## src/rtl/alu_mdu_pkg.sv

```systemverilog
// Shared constants for the EX-stage ALU/MDU: funct codes and FSM state encoding.
package alu_mdu_pkg;
    localparam logic [5:0] F_SLL   = 6'b000000;
    localparam logic [5:0] F_SRL   = 6'b000010;
    localparam logic [5:0] F_SRA   = 6'b000011;
    localparam logic [5:0] F_MFHI  = 6'b010000;
    localparam logic [5:0] F_MFLO  = 6'b010010;
    localparam logic [5:0] F_MULTU = 6'b011001;
    localparam logic [5:0] F_DIVU  = 6'b011011;
    localparam logic [5:0] F_ADD   = 6'b100000;
    localparam logic [5:0] F_SUB   = 6'b100010;
    localparam logic [5:0] F_AND   = 6'b100100;
    localparam logic [5:0] F_OR    = 6'b100101;
    localparam logic [5:0] F_SLT   = 6'b101010;

    localparam logic [1:0] ST_IDLE = 2'd0;
    localparam logic [1:0] ST_MUL  = 2'd1;
    localparam logic [1:0] ST_DIV  = 2'd2;

    typedef enum logic [1:0] {IDLE = ST_IDLE, MUL = ST_MUL, DIV = ST_DIV} state_e;
endpackage

```

## src/rtl/alu_mdu_if.sv

```systemverilog
// Request/response bundle between the issue logic (master) and the ALU/MDU (slave).
interface alu_mdu_if #(parameter int WIDTH = 32);
    localparam int SHW = $clog2(WIDTH);
    logic             in_valid;
    logic             in_ready;
    logic [5:0]       funct;
    logic [WIDTH-1:0] data_a;
    logic [WIDTH-1:0] data_b;
    logic [SHW-1:0]   shamt;
    logic             out_valid;
    logic [WIDTH-1:0] data_out;
    logic             ovf;
    logic             illegal;

    modport master (output in_valid, funct, data_a, data_b, shamt,
                    input  in_ready, out_valid, data_out, ovf, illegal);
    modport slave  (input  in_valid, funct, data_a, data_b, shamt,
                    output in_ready, out_valid, data_out, ovf, illegal);
endinterface

```

## src/rtl/alu_mdu_iter.sv

```systemverilog
// Iterative shift-add multiplier / restoring divider, one step per cycle for WIDTH cycles.
// The divide datapath only exists when ALU_MDU_DIVU_EN is defined.
module alu_mdu_iter #(parameter int WIDTH = 32) (
    input  logic             clk,
    input  logic             rst_n,
    input  logic             start,
    input  logic             is_div,
    input  logic [WIDTH-1:0] op_a,
    input  logic [WIDTH-1:0] op_b,
    output logic             done,
    output logic [WIDTH-1:0] hi,
    output logic [WIDTH-1:0] lo
);
    localparam int CW = $clog2(WIDTH) + 1;

    logic [CW-1:0]    cnt;
    logic [WIDTH-1:0] acc_hi, acc_lo, opb;
    logic [WIDTH:0]   sum;
`ifdef ALU_MDU_DIVU_EN
    logic             div_mode;
    logic [WIDTH:0]   shifted, diff;
`endif

    always_comb begin
        // multiply: acc_lo holds the remaining multiplier bits, product grows into acc_hi
        sum = {1'b0, acc_hi} + (acc_lo[0] ? {1'b0, opb} : '0);
        hi  = sum[WIDTH:1];
        lo  = {sum[0], acc_lo[WIDTH-1:1]};
`ifdef ALU_MDU_DIVU_EN
        shifted = {acc_hi, acc_lo[WIDTH-1]};
        diff    = shifted - {1'b0, opb};
        if (div_mode) begin
            // diff[WIDTH] set means the trial subtract borrowed: restore
            if (!diff[WIDTH]) begin
                hi = diff[WIDTH-1:0];
                lo = {acc_lo[WIDTH-2:0], 1'b1};
            end else begin
                hi = shifted[WIDTH-1:0];
                lo = {acc_lo[WIDTH-2:0], 1'b0};
            end
        end
`endif
    end

    // hi/lo carry the post-step value, so the final step is captured on the done edge
    assign done = (cnt == CW'(1));

    always_ff @(posedge clk or negedge rst_n) begin
        if (!rst_n) begin
            cnt    <= '0;
            acc_hi <= '0;
            acc_lo <= '0;
            opb    <= '0;
`ifdef ALU_MDU_DIVU_EN
            div_mode <= 1'b0;
`endif
        end else if (start) begin
            cnt    <= CW'(WIDTH);
            acc_hi <= '0;
            acc_lo <= is_div ? op_a : op_b;
            opb    <= is_div ? op_b : op_a;
`ifdef ALU_MDU_DIVU_EN
            div_mode <= is_div;
`endif
        end else if (cnt != '0) begin
            cnt    <= cnt - CW'(1);
            acc_hi <= hi;
            acc_lo <= lo;
        end
    end
endmodule

```

## src/rtl/alu_mdu.sv

```systemverilog
// EX-stage ALU with registered result plus iterative MULTU (and DIVU when
// ALU_MDU_DIVU_EN is defined) into HI/LO; in_ready drops while the MDU is busy.
module alu_mdu
    import alu_mdu_pkg::*;
#(parameter int WIDTH = 32) (
    input  logic      clk,
    input  logic      rst_n,
    alu_mdu_if.slave  bus
);
    state_e           state_q, state_d;
    logic             xfer, mdu_go, div_go, ill_c, ovf_c;
    logic [WIDTH-1:0] res, sum, dif, hi_q, lo_q, it_hi, it_lo, dout_q;
    logic             it_done, vld_q, ovf_q, ill_q;

    assign bus.in_ready  = (state_q == IDLE);
    assign xfer          = bus.in_valid && bus.in_ready;
    assign sum           = bus.data_a + bus.data_b;
    assign dif           = bus.data_a - bus.data_b;
    assign bus.out_valid = vld_q;
    assign bus.data_out  = dout_q;
    assign bus.ovf       = ovf_q;
    assign bus.illegal   = ill_q;

    always_comb begin
        res    = '0;
        ovf_c  = 1'b0;
        ill_c  = 1'b0;
        mdu_go = 1'b0;
        div_go = 1'b0;
        case (bus.funct)
            F_AND:  res = bus.data_a & bus.data_b;
            F_OR:   res = bus.data_a | bus.data_b;
            F_ADD: begin
                res   = sum;
                ovf_c = (bus.data_a[WIDTH-1] == bus.data_b[WIDTH-1]) &&
                        (sum[WIDTH-1] != bus.data_a[WIDTH-1]);
            end
            F_SUB: begin
                res   = dif;
                ovf_c = (bus.data_a[WIDTH-1] != bus.data_b[WIDTH-1]) &&
                        (dif[WIDTH-1] != bus.data_a[WIDTH-1]);
            end
            F_SLT:  res = {{(WIDTH-1){1'b0}}, ($signed(bus.data_a) < $signed(bus.data_b))};
            F_SLL:  res = bus.data_b << bus.shamt;
            F_SRL:  res = bus.data_b >> bus.shamt;
            F_SRA:  res = WIDTH'($signed(bus.data_b) >>> bus.shamt);
            F_MFHI: res = hi_q;
            F_MFLO: res = lo_q;
            F_MULTU: mdu_go = 1'b1;
`ifdef ALU_MDU_DIVU_EN
            F_DIVU: begin
                mdu_go = 1'b1;
                div_go = 1'b1;
            end
`endif
            default: ill_c = 1'b1;
        endcase
    end

    alu_mdu_iter #(.WIDTH(WIDTH)) u_iter (
        .clk(clk), .rst_n(rst_n),
        .start(xfer && mdu_go), .is_div(div_go),
        .op_a(bus.data_a), .op_b(bus.data_b),
        .done(it_done), .hi(it_hi), .lo(it_lo)
    );

    always_ff @(posedge clk or negedge rst_n) begin
        if (!rst_n) state_q <= IDLE;
        else        state_q <= state_d;
    end

    always_comb begin
        state_d = state_q;
        case (state_q)
            IDLE: if (xfer && mdu_go) begin
`ifdef ALU_MDU_DIVU_EN
                state_d = div_go ? DIV : MUL;
`else
                state_d = MUL;
`endif
            end
            default: if (it_done) state_d = IDLE;
        endcase
    end

    // flags are forced low on every cycle without a result
    always_ff @(posedge clk or negedge rst_n) begin
        if (!rst_n) begin
            vld_q  <= 1'b0;
            dout_q <= '0;
            ovf_q  <= 1'b0;
            ill_q  <= 1'b0;
            hi_q   <= '0;
            lo_q   <= '0;
        end else if (it_done) begin
            vld_q  <= 1'b1;
            dout_q <= it_lo;
            ovf_q  <= 1'b0;
            ill_q  <= 1'b0;
            hi_q   <= it_hi;
            lo_q   <= it_lo;
        end else if (xfer && !mdu_go) begin
            vld_q  <= 1'b1;
            dout_q <= res;
            ovf_q  <= ovf_c;
            ill_q  <= ill_c;
        end else begin
            vld_q  <= 1'b0;
            ovf_q  <= 1'b0;
            ill_q  <= 1'b0;
        end
    end
endmodule

```

## src/flat_wrapper.sv

```systemverilog
// flat-port wrapper written by rule: the top's interface ports become plain ports
module alu_mdu_flat import alu_mdu_pkg::*;
#(parameter int WIDTH = 32)
  (clk, rst_n, bus_in_valid, bus_funct, bus_data_a, bus_data_b, bus_shamt, bus_in_ready, bus_out_valid, bus_data_out, bus_ovf, bus_illegal);
  alu_mdu_if #(.WIDTH(WIDTH)) bus_i ();
  input  logic clk;
  input  logic rst_n;
  input wire logic [$bits(bus_i.in_valid)-1:0] bus_in_valid;
  input wire logic [$bits(bus_i.funct)-1:0] bus_funct;
  input wire logic [$bits(bus_i.data_a)-1:0] bus_data_a;
  input wire logic [$bits(bus_i.data_b)-1:0] bus_data_b;
  input wire logic [$bits(bus_i.shamt)-1:0] bus_shamt;
  output wire logic [$bits(bus_i.in_ready)-1:0] bus_in_ready;
  output wire logic [$bits(bus_i.out_valid)-1:0] bus_out_valid;
  output wire logic [$bits(bus_i.data_out)-1:0] bus_data_out;
  output wire logic [$bits(bus_i.ovf)-1:0] bus_ovf;
  output wire logic [$bits(bus_i.illegal)-1:0] bus_illegal;
  assign bus_i.in_valid = bus_in_valid;
  assign bus_i.funct = bus_funct;
  assign bus_i.data_a = bus_data_a;
  assign bus_i.data_b = bus_data_b;
  assign bus_i.shamt = bus_shamt;
  assign bus_in_ready = bus_i.in_ready;
  assign bus_out_valid = bus_i.out_valid;
  assign bus_data_out = bus_i.data_out;
  assign bus_ovf = bus_i.ovf;
  assign bus_illegal = bus_i.illegal;
  alu_mdu #(.WIDTH(WIDTH)) u_core (.clk(clk), .rst_n(rst_n), .bus(bus_i));
endmodule
```

## config.mk

```make
export PLATFORM = sky130hd
export DESIGN_NAME = alu_mdu_flat
export DESIGN_NICKNAME = d
export VERILOG_FILES = /design/src/rtl/alu_mdu_pkg.sv /design/src/rtl/alu_mdu_if.sv /design/src/rtl/alu_mdu_iter.sv /design/src/rtl/alu_mdu.sv /design/src/flat_wrapper.sv
export SDC_FILE = /design/constraint.sdc
export NUM_CORES = 1
export LEC_CHECK = 0
export ABC_AREA = 1
export ABC_CLOCK_PERIOD_IN_PS = 5900
export CAP_MARGIN = 20
export CORE_MARGIN = 5
export CORE_UTILIZATION = 25
export DETAILED_ROUTE_END_ITERATION = 16
export PLACE_DENSITY_LB_ADDON = 0.12
export SLEW_MARGIN = 30
export SYNTH_ARGS = -nofsm -noshare
export SYNTH_HDL_FRONTEND = slang
export SYNTH_SLANG_ARGS = --single-unit
```

## constraint.sdc

```tcl
create_clock -name clk -period 5.9 [get_ports clk]
set_clock_uncertainty 0.2 [all_clocks]
set_input_delay 1.475 -clock clk [delete_from_list [all_inputs] [get_ports clk]]
set_output_delay 1.475 -clock clk [all_outputs]
set_load 0.03 [all_outputs]
```

---- Word-level counts from Yosys, hierarchy flattened ----
Index checks and enable logic that the tools add are counted.
word-level totals
  logic and storage cells ................. 73
  output and inout port bits .............. 36
  bits in registers ....................... 203
  input bits .............................. 78
cells by class
  muxes and demuxes ....................... 22
  shift-type cells ........................ 3
  $add $sub $neg .......................... 4
  order comparisons ....................... 1
  reductions and logical operators ........ 14
  bitwise logic cells ..................... 2
  equality and inequality tests ........... 16
operator list
  operator               number
  $pmux W32 S10          1
  $mux W32               7
  $add A32 B33 Y33       1
  $add A32 B32 Y32       1
  $and A32 B32 Y32       1
  $lt A32 B32 Y1         1
  $or A32 B32 Y32        1
  $shl A32 B5 Y32        1
  $shr A32 B5 Y32        1
  $sshr A32 B5 Y32       1
  $sub A32 B32 Y32       1
  $eq A6 B6 Y1 const B   5
  $eq A6 B5 Y1 const B   3
  $eq A6 B2 Y1 const B   2
  $mux W6                2
  $reduce_or A11 Y1      1
  $mux W1                8
  $eq A6 B1 Y1 const B   1
  $logic_not A6 Y1       1
  $mux W2                3
  $reduce_bool A2 Y1     3
  $reduce_bool A6 Y1     1
  $sub A6 B1 Y6 const B  1
  $logic_and A1 B1 Y1    5
  other kinds (7)        9

---- Logic depth before layout (Yosys ltp) ----
Gate-level depths: netlist (run 1).
  depth in word-level cells ............... 6
  mapped depth ............................ 19

---- Cells and area by module ----
Synthesis (run 1) repeated with hierarchy kept, for this count alone.
unflattened totals
  cell total of the unflattened synthesis .. 3928
  area total of the unflattened synthesis .. 22506.6 sq um
by module, submodules not included
  module        instances  cells each  area each (sq um)  seq. area each (sq um)
  alu_mdu       1          2716        14791.7            2502.4
  alu_mdu_iter  1          1212        7714.9             2552.4

---- Worst setup path after synthesis (run 1) ----
Ideal clock, no wire load.
  path kind ............................... input to register
  start point ............................. input bus_data_a[0]
  end point ............................... register u_core.dout_q[0], in the netlist u_core.bus.data_out[0]
  stages .................................. 17
  library setup time ...................... 0.116 ns
  required time ........................... 5.584 ns
  path slack .............................. 2.586 ns
  data arrival time ....................... 2.998 ns
  cell sequence ........................... inv_1 -> ha_1 -> fa_1 -> inv_1 -> nand2_1 -> nand2_1 -> nand3_1 -> nand2_1 -> nand2_1 -> nand2_1 -> nand2_1 -> nand2_1 -> nand2_1 -> nand3_1 -> nand2_1 -> nand2_2 -> nand2_1
between the ends
  word-level cells in the longest chain between the ends .. 4
  elaborated cells on any way between the ends .. 8
  classes of those cells .................. add/sub (2); order compare (1); mux (3); bitwise (2)
ends and longest elaborated chain
  item                                            line                RTL
  from (decl)                                     flat_wrapper.sv:10  input wire logic [$bits(bus_i.data_a)-1:0] bus_data_a;
  $sub A32 B32 Y32, or another cell as far along  alu_mdu.sv:18       assign dif = bus.data_a - bus.data_b;
  $pmux W32 S10 *                                 alu_mdu.sv:30       case (bus.funct)
  $mux W32 *                                      alu_mdu.sv:102      end else if (xfer && !mdu_go) begin
  $mux W32 *                                      alu_mdu.sv:95       end else if (it_done) begin
  to (signal assigned)                            alu_mdu.sv:97       dout_q <= it_lo;
  to (signal assigned)                            alu_mdu.sv:104      dout_q <= res;
  to (decl)                                       alu_mdu.sv:12       logic [WIDTH-1:0] res, sum, dif, hi_q, lo_q, it_hi, it_lo, dout_q;
Every way passes the cells marked *; elsewhere a longest branch is shown, timed or not. The select of a mux whose other input is x is not followed.
A chain may end at the register's enable or synchronous reset.

---- Final worst setup path (run 1) ----
  start point ............................. input bus_data_b[4]
  end point ............................... register u_core.dout_q[6], in the netlist u_core.bus.data_out[6]
between the ends
  word-level cells in the longest chain between the ends .. 4
  elaborated cells on any way between the ends .. 8
  classes of those cells .................. add/sub (2); shift (3); mux (3)
ends and longest elaborated chain
  item                                            line                RTL
  from (decl)                                     flat_wrapper.sv:11  input wire logic [$bits(bus_i.data_b)-1:0] bus_data_b;
  $sub A32 B32 Y32, or another cell as far along  alu_mdu.sv:18
  $pmux W32 S10 *                                 alu_mdu.sv:30
  $mux W32 *                                      alu_mdu.sv:102
  $mux W32 *                                      alu_mdu.sv:95
Marks and branches as above.

==> results.ini, run 1 <==
[clocking]
clk_pin_slew_ps = 80
cts_htree_levels = 1
cts.sinks = 202
cts_root_buf = clkbuf_16
clockBufferDepth = 3
cts_tree = built
cts_resized = 0
cts_buffers = 28
clk_latency_ps = 590
cts-hold-fix-buffers = 0
post_cts.repair.setup_buffers = 0

[setup_path]
crit_type = in -> reg
crit_path_start_kind = primary input
r2r-start = u_core.u_iter.acc_lo[0]
critPathArrivalTime_ps = 4720
crit_fanout = 9
worst_ep_required_time_ps = 6180
worstSetupEndpointType = register
r2r_slack_ps = 2370
reg2reg_depth = 10
rr_endpoint = u_core.hi_q[10]

[yosys]
synth_cell_type_count = 58
syn-num-nets = 3686
synth_area_leaders = dfrtp_1, nand2_1, nand3_1
synth-seq-cells = 202
yosysTopAreaCell = dfrtp_1
ys_seq_area_share_pct = 24.2
synth_warnings = 0
synth_edf_count = 0
avgSynthCellArea_um2 = 6.02
synthFlopType = dfrtp_1
synth_common_cells = nand2_1, nand3_1, inv_1, nor2_1, dfrtp_1
async_flop_share_pct = 100
synth_area_um2 = 20800
synthCells = 3463
synth_top_area_share_pct = 24.2
synth_most_common_cell = nand2_1

[drt]
via_per_inst = 5.08
drtAntennaViolNets = 0
drc = 0
drt-wirelength-per-cell_um = 24.2
dr.pass1.iters = 6
wl_um = 112000
vias = 23500
drt_iter0_markers = 2155

[run_status]
outcome = finished, final reports clean

[pwr]
pwr-share-seq_pct = 31.2
swShare_pct = 38.7
p_clk_share_pct = 37.4
p_int_mw = 3.16
combPwrFrac_pct = 31.4
p_switching_mw = 1.99
power_density_nw_per_um2 = 214
irDropWorstVdd_mv = 0.220
leakagePower_nw = 12.5

[sta]
rsz0062_at_grt = no
min_period_ps = 4430
worst_slew_pin_slew_ps = 956
drv_slew = 0
finalCritPeriodShare_pct = 75.2
finalHoldViolCount = 0
slew_headroom_pct = 36.3
setup_ws_ps = 1470
max_freq_ghz = 0.226
setup_violations = 0
fin_tns_setup_ps = 0

[worst_hold_path]
holdPathStages = 2
min_to = u_core.u_iter.opb[9]
hold_class = reg -> reg
min_from = u_core.u_iter.opb[9]

[final_layout]
multi_input_area_um2 = 13300
nFillCells = 9331
fin_cells = 4614
drive_gt1_share_pct = 5.22
ff_latch_area_um2 = 5050
num-nets-final = 3742
final_core_util_pct = 29.2
area_delta_synth_final_pct = 15.5

[floorplanning]
fp-row-count = 105
die_y_um = 299
die_area_um2 = 89300
ios = 114
initial_core_util_pct = 25.3
die_w_um = 299
fp.coreArea_um2 = 82400

[grt]
grt_pass1_wl_um = 160000
grt_pass1_vias = 22900
antenna_found_initial = 9
gr-total-overflow = 0
grt_start_max_net_pins = 98
globalRouteTotalUtil_pct = 24.1

[placement]
place.gp.congestion = 1.01
portBuffers = 113
dp_cells = 4559
place_ws_ps = 905
dp_hpwl_um = 91100

[job]
drv_cap = 0

==> how the worst max path moves through the flow <==
stage	from	endpoint	depth (start not counted)
after CTS	bus_data_b[4]	u_core.bus.data_out[6]	14
after global placement	bus_data_b[4]	u_core.bus.data_out[6]	14
after detailed placement	bus_data_b[4]	u_core.bus.data_out[6]	14
after global routing	bus_data_b[6]	u_core.bus.data_out[14]	16
final	bus_data_b[4]	u_core.bus.data_out[6]	14
after floorplan	bus_data_a[0]	u_core.bus.data_out[0]	17
==> layout by cell type, fill, tap and decap left out, drive strengths merged, types with 6 or more instances in the layout <==
cell type,instances
nand2,1191
clkinv,7
ha,142
nor2,251
buf,57
o22ai,17
a21oi,109
nand3b,16
or2,7
nand4,52
clkdlybuf4s50,109
dfrtp,202
a31oi,8
o221ai,33
clkbuf,38
inv,478
nand3,469
o21ai,242
o211ai,13
nor3,25
xnor2,10
o21bai,14
a22oi,6
and2,12
==> cell families (layout without fill, tap and decap cells) <==
| family | after synthesis | in the layout | share of synthesized area, % |
|---|---|---|---|
| AND/OR/NAND/NOR | 2028 | 2028 | 41.9 |
| buffers and inverters | 617 | 695 | 12.1 |
| AO/OA/AOI/OAI | 456 | 456 | 12.3 |
| flip-flops | 202 | 202 | 24.2 |
| adder cells (fa/ha/maj) | 145 | 145 | 8.81 |
| XOR/XNOR | 15 | 15 | 0.630 |
| other | 0 | 3 | 0 |
==> state kept, by name, summed over array words and instances, names as in the netlist, 6 cells and up <==
signal,count
u_core.bus.data_out,32
u_core.hi_q,32
u_core.lo_q,32
u_core.u_iter.acc_hi,32
u_core.u_iter.acc_lo,32
u_core.u_iter.cnt,6
u_core.u_iter.opb,32
==> area by class of cell <==
type | instances | share of cell area (%)
diodes | 3 | 0.0312
clock buffers | 38 | 3.45
clock inverters | 14 | 0.852
inverters | 477 | 7.47
multi-input cells | 2644 | 55.2
flip-flops and latches | 202 | 21.0
well taps | 1070 | 5.56
repair buffers | 166 | 6.43
==> worst max-delay path, stage by stage <==
cell	delay, ps
clkdlybuf4s50_1	720
inv_1	160
ha_1	540
nand2_1	170
nor2_1	340
nand2_1	90
nand3_1	270
a21oi_1	100
o21ai_0	90
nand2_1	70
nor2_1	380
nand2_1	90
o21ai_1	140
nand3_1	70
==> per-stage QoR <==
| stage | total power [mW] | instance area [um2] | hold slack (ps) |
|---|---|---|---|
| 3_3_place_gp | 3.25 | 23000 | 268 |
| 5_1_grt | 5.41 | 24100 | 305 |
| 2_1_floorplan | 2.56 | 20800 | 249 |
| 6_report | 5.15 | 24100 | 282 |
| 3_5_place_dp | 3.23 | 23000 | 272 |
| 4_1_cts | 5.19 | 24100 | 288 |
==> layer usage <==
| metal | vias to the layer above | share of wire [%] | GRT usage (%) |
|---|---|---|---|
| met3 | 152 | 6.1 | 3.57 |
| met5 | - | 0.089 | 0 |
| met4 | 14 | 2.9 | 6.41 |
| li1 | 11300 | - | - |
| met1 | 11200 | 46 | 33.7 |
| met2 | 780 | 45 | 39.1 |
==> power by group through the flow <==
| stage | clock network (mW) | logic, mW | registers, mW |
|---|---|---|---|
| 2_1_floorplan | 0 | 0.938 | 1.62 |
| 3_3_place_gp | 0 | 1.62 | 1.63 |
| 3_5_place_dp | 0 | 1.60 | 1.63 |
| 4_1_cts | 1.98 | 1.61 | 1.61 |
| 5_1_grt | 2.02 | 1.77 | 1.62 |
| 6_report | 1.93 | 1.62 | 1.61 |
No activity file was read; power rests on OpenSTA's default activity.
==> inputs of run 2 (changes only) <==
--- a/config.mk
+++ b/config.mk
@@ -6,7 +6,7 @@
 export NUM_CORES = 1
 export LEC_CHECK = 0
 export ABC_AREA = 1
-export ABC_CLOCK_PERIOD_IN_PS = 5900
+export ABC_CLOCK_PERIOD_IN_PS = 3850
 export CAP_MARGIN = 20
 export CORE_MARGIN = 5
 export CORE_UTILIZATION = 25
==> constraint.sdc (replaced) <==
create_clock -name clk -period 3.85 [get_ports clk]
set_clock_uncertainty 0.2 [all_clocks]
set_input_delay 0.9625 -clock clk [delete_from_list [all_inputs] [get_ports clk]]
set_output_delay 0.9625 -clock clk [all_outputs]
set_load 0.03 [all_outputs]
==> run 2 against run 1 <==
Compared with the run above: sequential power rose by 53%; first-iteration DRC count increased by 4.3%; non-clock buffer count grew 342; flip-flop and latch count unchanged; setup slack worse by 1400 ps; sequential share of layout area down 2.2 points; critical endpoint is now u_core.bus.data_out[18]; global-route usage is 0.63 points higher; clock-buffer cell count rose by 1; critical path type unchanged; design area increased by 12%; die area unchanged; core utilization is 3.4 points higher; hold slack got worse by 130 ps.
==> results.ini, run 2 (synthesis results as in run 1) <==
[floorplanning]
die_y_um = 299  ; unchanged
fp.coreArea_um2 = 82400  ; unchanged
ios = 114  ; unchanged
initial_core_util_pct = 25.3  ; unchanged
fp-row-count = 105  ; unchanged
die_w_um = 299  ; unchanged
die_area_um2 = 89300  ; unchanged

[setup_path]
worst_ep_required_time_ps = 4080  ; was 6180 ps
path_buf_inv = 4  ; was 2
crit_path_start_kind = primary input  ; unchanged
crit_type = in -> reg  ; unchanged
path_cells = clkdlybuf4s50_1 > inv_1 > ha_1 > buf_4 > nand2_1 > inv_1 > nand2_1 > nor2_1 > nand4_1 > nand3_1 > nand2_1 > nand3_1 > nand4_1 > nand2_1 > nand2_1  ; was clkdlybuf4s50_1 > inv_1 > ha_1 > nand2_1 > nor2_1 > nand2_1 > nand3_1 > a21oi_1 > o21ai_0 > nand2_1 > nor2_1 > nand2_1 > o21ai_1 > nand3_1
critPathArrivalTime_ps = 3990  ; was 4720 ps
cp-startpoint = bus_data_b[11]  ; was bus_data_b[4]
crit_family = simple AND/OR/NAND/NOR gates  ; unchanged
cp_slowest_cell = clkdlybuf4s50_1  ; unchanged
r2r-start = u_core.u_iter.acc_lo[0]  ; unchanged
crit_fanout = 6  ; was 9
worstSetupEndpointType = register  ; unchanged
crit_top_cell = nand2_1  ; unchanged
cp_slowest_stage_delay_ps = 690  ; was 720 ps

[drt]
drc = 0  ; unchanged
dr.pass1.iters = 6  ; unchanged
via_per_inst = 4.96  ; was 5.08
wl_um = 115000  ; was 112000 um
drt-wirelength-per-cell_um = 23.3  ; was 24.2 um
drt_iter0_markers = 2247  ; was 2155
vias = 24600  ; was 23500
drtAntennaViolNets = 0  ; unchanged

[final_layout]
num_antenna_cells = 0  ; was 3
final_cell_mix = nand2_1, nand3_1, inv_1  ; unchanged
area_delta_synth_final_pct = 29.1  ; was 15.5%
layout_commonest_cell = nand2_1  ; unchanged
drive_gt1_share_pct = 13.5  ; was 5.22%
num-nets-final = 4084  ; was 3742
final_core_util_pct = 32.7  ; was 29.2%
nFillCells = 9212  ; was 9331

[worst_hold_path]
hold_class = in -> async  ; was reg -> reg

[sta]
fin_tns_setup_ps = 0  ; unchanged
min_period_ps = 3760
setup_violations = 0  ; unchanged
worst_slew_pin_slew_ps = 698  ; was 956 ps
rsz0062_at_grt = no  ; unchanged
max_freq_ghz = 0.266
finalHoldViolCount = 0  ; unchanged
drv_slew = 0  ; unchanged
finalCritPeriodShare_pct = 97.8
slew_headroom_pct = 53.0  ; was 36.3%

[grt]
gr-usage-met2_pct = 40.4  ; was 39.1%
globalRouteTotalUtil_pct = 24.7  ; was 24.1%
grt_pass1_wl_um = 164000  ; was 160000 um
use_met1_pct = 35.7  ; was 33.7%
grt_start_max_net_pins = 89  ; was 98
busiest_layer = met2  ; unchanged
antenna_found_initial = 1  ; was 9
met3_usage_pct = 2.00  ; was 3.57%
grt_pass1_vias = 23700  ; was 22900
gr-total-overflow = 0  ; unchanged

[clocking]
clk_latency_ps = 560  ; was 590 ps
post_cts.repair.setup_buffers = 0  ; unchanged
cts-hold-fix-buffers = 0  ; unchanged
cts_root_buf = clkbuf_16  ; unchanged
clockBufferDepth = 3  ; unchanged
clk_pin_slew_ps = 60  ; was 80 ps
cts_tree = built  ; unchanged
cts_resized = 0  ; unchanged
cts_htree_levels = 1  ; unchanged
cts.sinks = 202  ; unchanged
cts_buffers = 28  ; unchanged

[pwr]
power_density_nw_per_um2 = 307  ; was 214 nW/um2
p_clk_share_pct = 35.1  ; was 37.4%
irDropWorstVdd_mv = 0.277  ; was 0.220 mV
leakagePower_nw = 14.2  ; was 12.5 nW
combPwrFrac_pct = 35.1  ; was 31.4%
p_switching_mw = 3.07  ; was 1.99 mW
swShare_pct = 37.2  ; was 38.7%
p_int_mw = 5.18  ; was 3.16 mW
pwr-share-seq_pct = 29.8  ; was 31.2%

[placement]
dp_hpwl_um = 96700  ; was 91100 um
portBuffers = 113  ; unchanged
place.gp.congestion = 0.976  ; was 1.01

[run_status]
outcome = finished, final reports clean  ; unchanged

[job]
drv_cap = 0  ; unchanged

==> run 2: changes by cell type in the layout (fill, tap and decap cells not counted) <==
cell | before | now
clkinvlp_4 | 1 | 0
buf_6 | 1 | 0
diode_2 | 3 | 0
buf_12 | 2 | 24
buf_4 | 50 | 371
inv_8 | 0 | 1
clkbuf_1 | 2 | 3
clkinv_2 | 7 | 3
clkinv_4 | 0 | 1
==> run 2: layer usage <==
metal	vias up	share of wire (%)	routed length, um
li1	12000	-	-
met1	11700	48	55200
met2	758	45	51900
met3	122	4.7	5380
met4	2	2.6	3040
met5	-	0.011	13
==> run 2: metrics by stage <==
step                cell area (um2)  cells  hold WS, ps  worst slack (ps)  total power, mW
floorplan                     20800   3463          249              1030             3.92
global placement              25900   4901          266              -330             5.36
CTS                           26900   4951          194               248             8.30
detailed placement            25900   4901          273              -340             5.35
finish                        26900   4951          154              86.2             8.25
global route                  26900   4951          201              74.9             8.67
==> run 2: final cells by class <==
type / count / area, um2 / share of cell area (%)
clock buffer: 39 / 833 / 3.10
clock inverter: 11 / 198 / 0.735
timing repair buffer: 508 / 4390 / 16.3
multi-input combinational: 2644 / 13300 / 49.4
inverter: 477 / 1800 / 6.69
sequential: 202 / 5050 / 18.8
tap: 1070 / 1340 / 4.98
==> run 2: power by group through the flow <==
stage	Clock (mW)	Sequential (mW)	Combinational [mW]
after floorplan	0	2.48	1.44
after CTS	2.97	2.45	2.87
final	2.90	2.46	2.89
after detailed placement	0	2.49	2.86
after global placement	0	2.49	2.88
after global routing	3.05	2.48	3.13
==> run 2: final timing paths <==
| kind | end | slack [ps] | cells after the start |
|---|---|---|---|
| setup / recovery | u_core.bus.data_out[18] | 90 | 15 |
| hold reg to reg | u_core.u_iter.opb[23] | 280 | 2 |
| setup reg to reg | u_core.hi_q[17] | 590 | 12 |
| hold / removal | u_core.hi_q[5] | 150 | 1 |
| min in group clk | u_core.u_iter.opb[23] | 280 | 2 |
| max in group asynchronous | u_core.bus.data_out[21] | 2390 | 2 |
==> run 2: worst reg2reg max path, stage by stage (launching register included) <==
cell and delay (ps):
dfrtp_1 340, buf_4 360, nand2_1 180, fa_1 470, nand3b_1 180, nand2_1 150, a21oi_1 160, o21ai_1 510
nand2_1 120, nand2_1 100, xor2_1 280, nand2_1 100, nand2_1 80
==> inputs of run 3 (changes only) <==
--- a/config.mk
+++ b/config.mk
@@ -8,7 +8,7 @@
 export ABC_AREA = 1
 export ABC_CLOCK_PERIOD_IN_PS = 3850
 export CAP_MARGIN = 20
-export CORE_MARGIN = 5
+export CORE_MARGIN = 2
 export CORE_UTILIZATION = 25
 export DETAILED_ROUTE_END_ITERATION = 16
 export PLACE_DENSITY_LB_ADDON = 0.12
==> run 3 against run 2 <==
Compared with the run above: combinational power barely moved; power fell by 5.2%; critical endpoint is now u_core.bus.data_out[11]; non-clock buffer count is 20 higher; highest routed layer is now met4.
==> results.ini, run 3 (synthesis results as in run 1) <==
[setup_path]
cp_slowest_stage_delay_ps = 510  ; was 690 ps
rr_endpoint = u_core.hi_q[29]  ; was u_core.hi_q[17]
path_cells = clkdlybuf4s50_1 > inv_1 > ha_1 > nor2_1 > buf_4 > nand2_1 > nor2_1 > nand2_1 > nand3_1 > nand2_1 > nand3_1 > nand4_1 > nand2_1 > nand2_1  ; was clkdlybuf4s50_1 > inv_1 > ha_1 > buf_4 > nand2_1 > inv_1 > nand2_1 > nor2_1 > nand4_1 > nand3_1 > nand2_1 > nand3_1 > nand4_1 > nand2_1 > nand2_1
crit_top_cell = nand2_1  ; unchanged
crit_type = in -> reg  ; unchanged
cp_slowest_cell = clkdlybuf4s50_1  ; unchanged
crit_path_start_kind = primary input  ; unchanged
worst_ep_required_time_ps = 4070  ; was 4080 ps
reg2reg_depth = 12  ; unchanged
worstSetupEndpointType = register  ; unchanged
r2r_slack_ps = 630  ; was 590 ps
crit_fanout = 7  ; was 6
r2r-start = u_core.u_iter.acc_lo[0]  ; unchanged
critPathArrivalTime_ps = 3790  ; was 3990 ps

[final_layout]
layout_commonest_cell = nand2_1  ; unchanged
area_delta_synth_final_pct = 28.5  ; was 29.1%
final_core_util_pct = 32.5  ; was 32.7%
final_cell_mix = nand2_1, nand3_1, inv_1  ; unchanged
fin_cells = 4967  ; was 4951
nFillCells = 9232  ; was 9212
drive_gt1_share_pct = 13.8  ; was 13.5%
num-nets-final = 4101  ; was 4084

[grt]
grt_start_max_net_pins = 97  ; was 89
gr-total-overflow = 0  ; unchanged
grt_pass1_wl_um = 163000  ; was 164000 um
globalRouteTotalUtil_pct = 25.8  ; was 24.7%
antenna_found_initial = 1  ; unchanged
grt_pass1_vias = 24100  ; was 23700

[floorplanning]
die_w_um = 293  ; was 299 um
ios = 114  ; unchanged
die_area_um2 = 85700  ; was 89300 um2
die_y_um = 293  ; was 299 um
fp-row-count = 105  ; unchanged
initial_core_util_pct = 25.3  ; unchanged
fp.coreArea_um2 = 82400  ; unchanged

[drt]
drt-wirelength-per-cell_um = 22.7  ; was 23.3 um
dr.pass1.iters = 6  ; unchanged
drc = 0  ; unchanged
drtAntennaViolNets = 0  ; unchanged
via_per_inst = 4.93  ; was 4.96
drt_iter0_markers = 2365  ; was 2247
wl_um = 113000  ; was 115000 um
vias = 24500  ; was 24600

[clocking]
cts_buffers = 25  ; was 28
cts.sinks = 202  ; unchanged
cts_resized = 0  ; unchanged
clk_pin_slew_ps = 60  ; about the same
cts-hold-fix-buffers = 0  ; unchanged
clk_latency_ps = 540  ; was 560 ps
clockBufferDepth = 3  ; unchanged
cts_root_buf = clkbuf_16  ; unchanged
post_cts.repair.setup_buffers = 0  ; unchanged
cts_htree_levels = 1  ; unchanged
cts_tree = built  ; unchanged

[placement]
dp_cells = 4921  ; was 4901
portBuffers = 113  ; unchanged
dp_hpwl_um = 94500  ; was 96700 um
place.gp.congestion = 0.974  ; was 0.976

[sta]
worst_slew_pin_slew_ps = 911  ; was 698 ps
setup_violations = 0  ; unchanged
drv_slew = 0  ; unchanged
finalHoldViolCount = 0  ; unchanged
rsz0062_at_grt = no  ; unchanged
max_freq_ghz = 0.280  ; was 0.266 GHz
fin_tns_setup_ps = 0  ; unchanged
slew_headroom_pct = 39.2  ; was 53.0%
whs_ps = 159  ; was 154 ps
finalCritPeriodShare_pct = 92.7  ; was 97.8%
min_period_ps = 3570  ; was 3760 ps

[run_status]
outcome = finished, final reports clean  ; unchanged

[pwr]
leakagePower_nw = 14.2  ; about the same
power_density_nw_per_um2 = 292  ; was 307 nW/um2
irDropWorstVdd_mv = 0.312  ; was 0.277 mV

[job]
drv_cap = 0  ; unchanged

[worst_hold_path]
hold_class = in -> async  ; unchanged

[run 3: worst max path at each step]
stage	start	to	slack [ps]	cells past startpoint
6_report	bus_data_b[4]	u_core.bus.data_out[11]	280	14
5_1_grt	bus_data_b[13]	u_core.bus.data_out[18]	50	18
4_1_cts	bus_data_b[11]	u_core.bus.data_out[28]	240	14
3_5_place_dp	bus_data_b[11]	u_core.bus.data_out[28]	-340	14
3_3_place_gp	bus_data_b[11]	u_core.bus.data_out[28]	-370	14
2_1_floorplan	u_core.u_iter.acc_lo[0]	u_core.hi_q[27]	1030	18
[run 3: per-layer routing]
metal / track usage, % / vias to the layer above / wire length (um)
met5: 0 / - / 0
met4: 6.34 / 0 / 2800
met3: 1.94 / 107 / 5860
met2: 41.8 / 744 / 50100
met1: 37.1 / 11700 / 53800
li1: - / 12000 / -
[run 3: per-stage QoR]
step           setup WS [ps]  power [mW]  instance area [um2]
6_report                 282        7.82                26800
5_1_grt                 54.8        8.24                26800
4_1_cts                  243        7.86                26800
3_5_place_dp            -337        5.35                25900
3_3_place_gp            -370        5.37                25900
2_1_floorplan           1030        3.92                20800
[run 3: final cells by class]
type	instances	area (um2)	area share (%)
repair buffers	528	4460	16.7
diodes	2	5.00	0.0187
flip-flops and latches	202	5050	18.9
clock buffers	32	682	2.55
inverters	477	1800	6.72
well taps	1070	1340	5.00
multi-input cells	2644	13300	49.6
clock inverters	12	146	0.547
[run 3: worst max-delay path: cells and delay by family]
| family | cells | cell delay, ps |
|---|---|---|
| buffers and inverters | 3 | 790 |
| and+or+nand+nor | 10 | 1590 |
| adders and majority gates | 1 | 450 |
[run 3: where the power goes]
| part | switching (mW) | internal, mW | total [mW] |
|---|---|---|---|
| Clock | 1.03 | 1.45 | 2.48 |
| Sequential | 0.132 | 2.32 | 2.46 |
| Combinational | 1.86 | 1.02 | 2.89 |
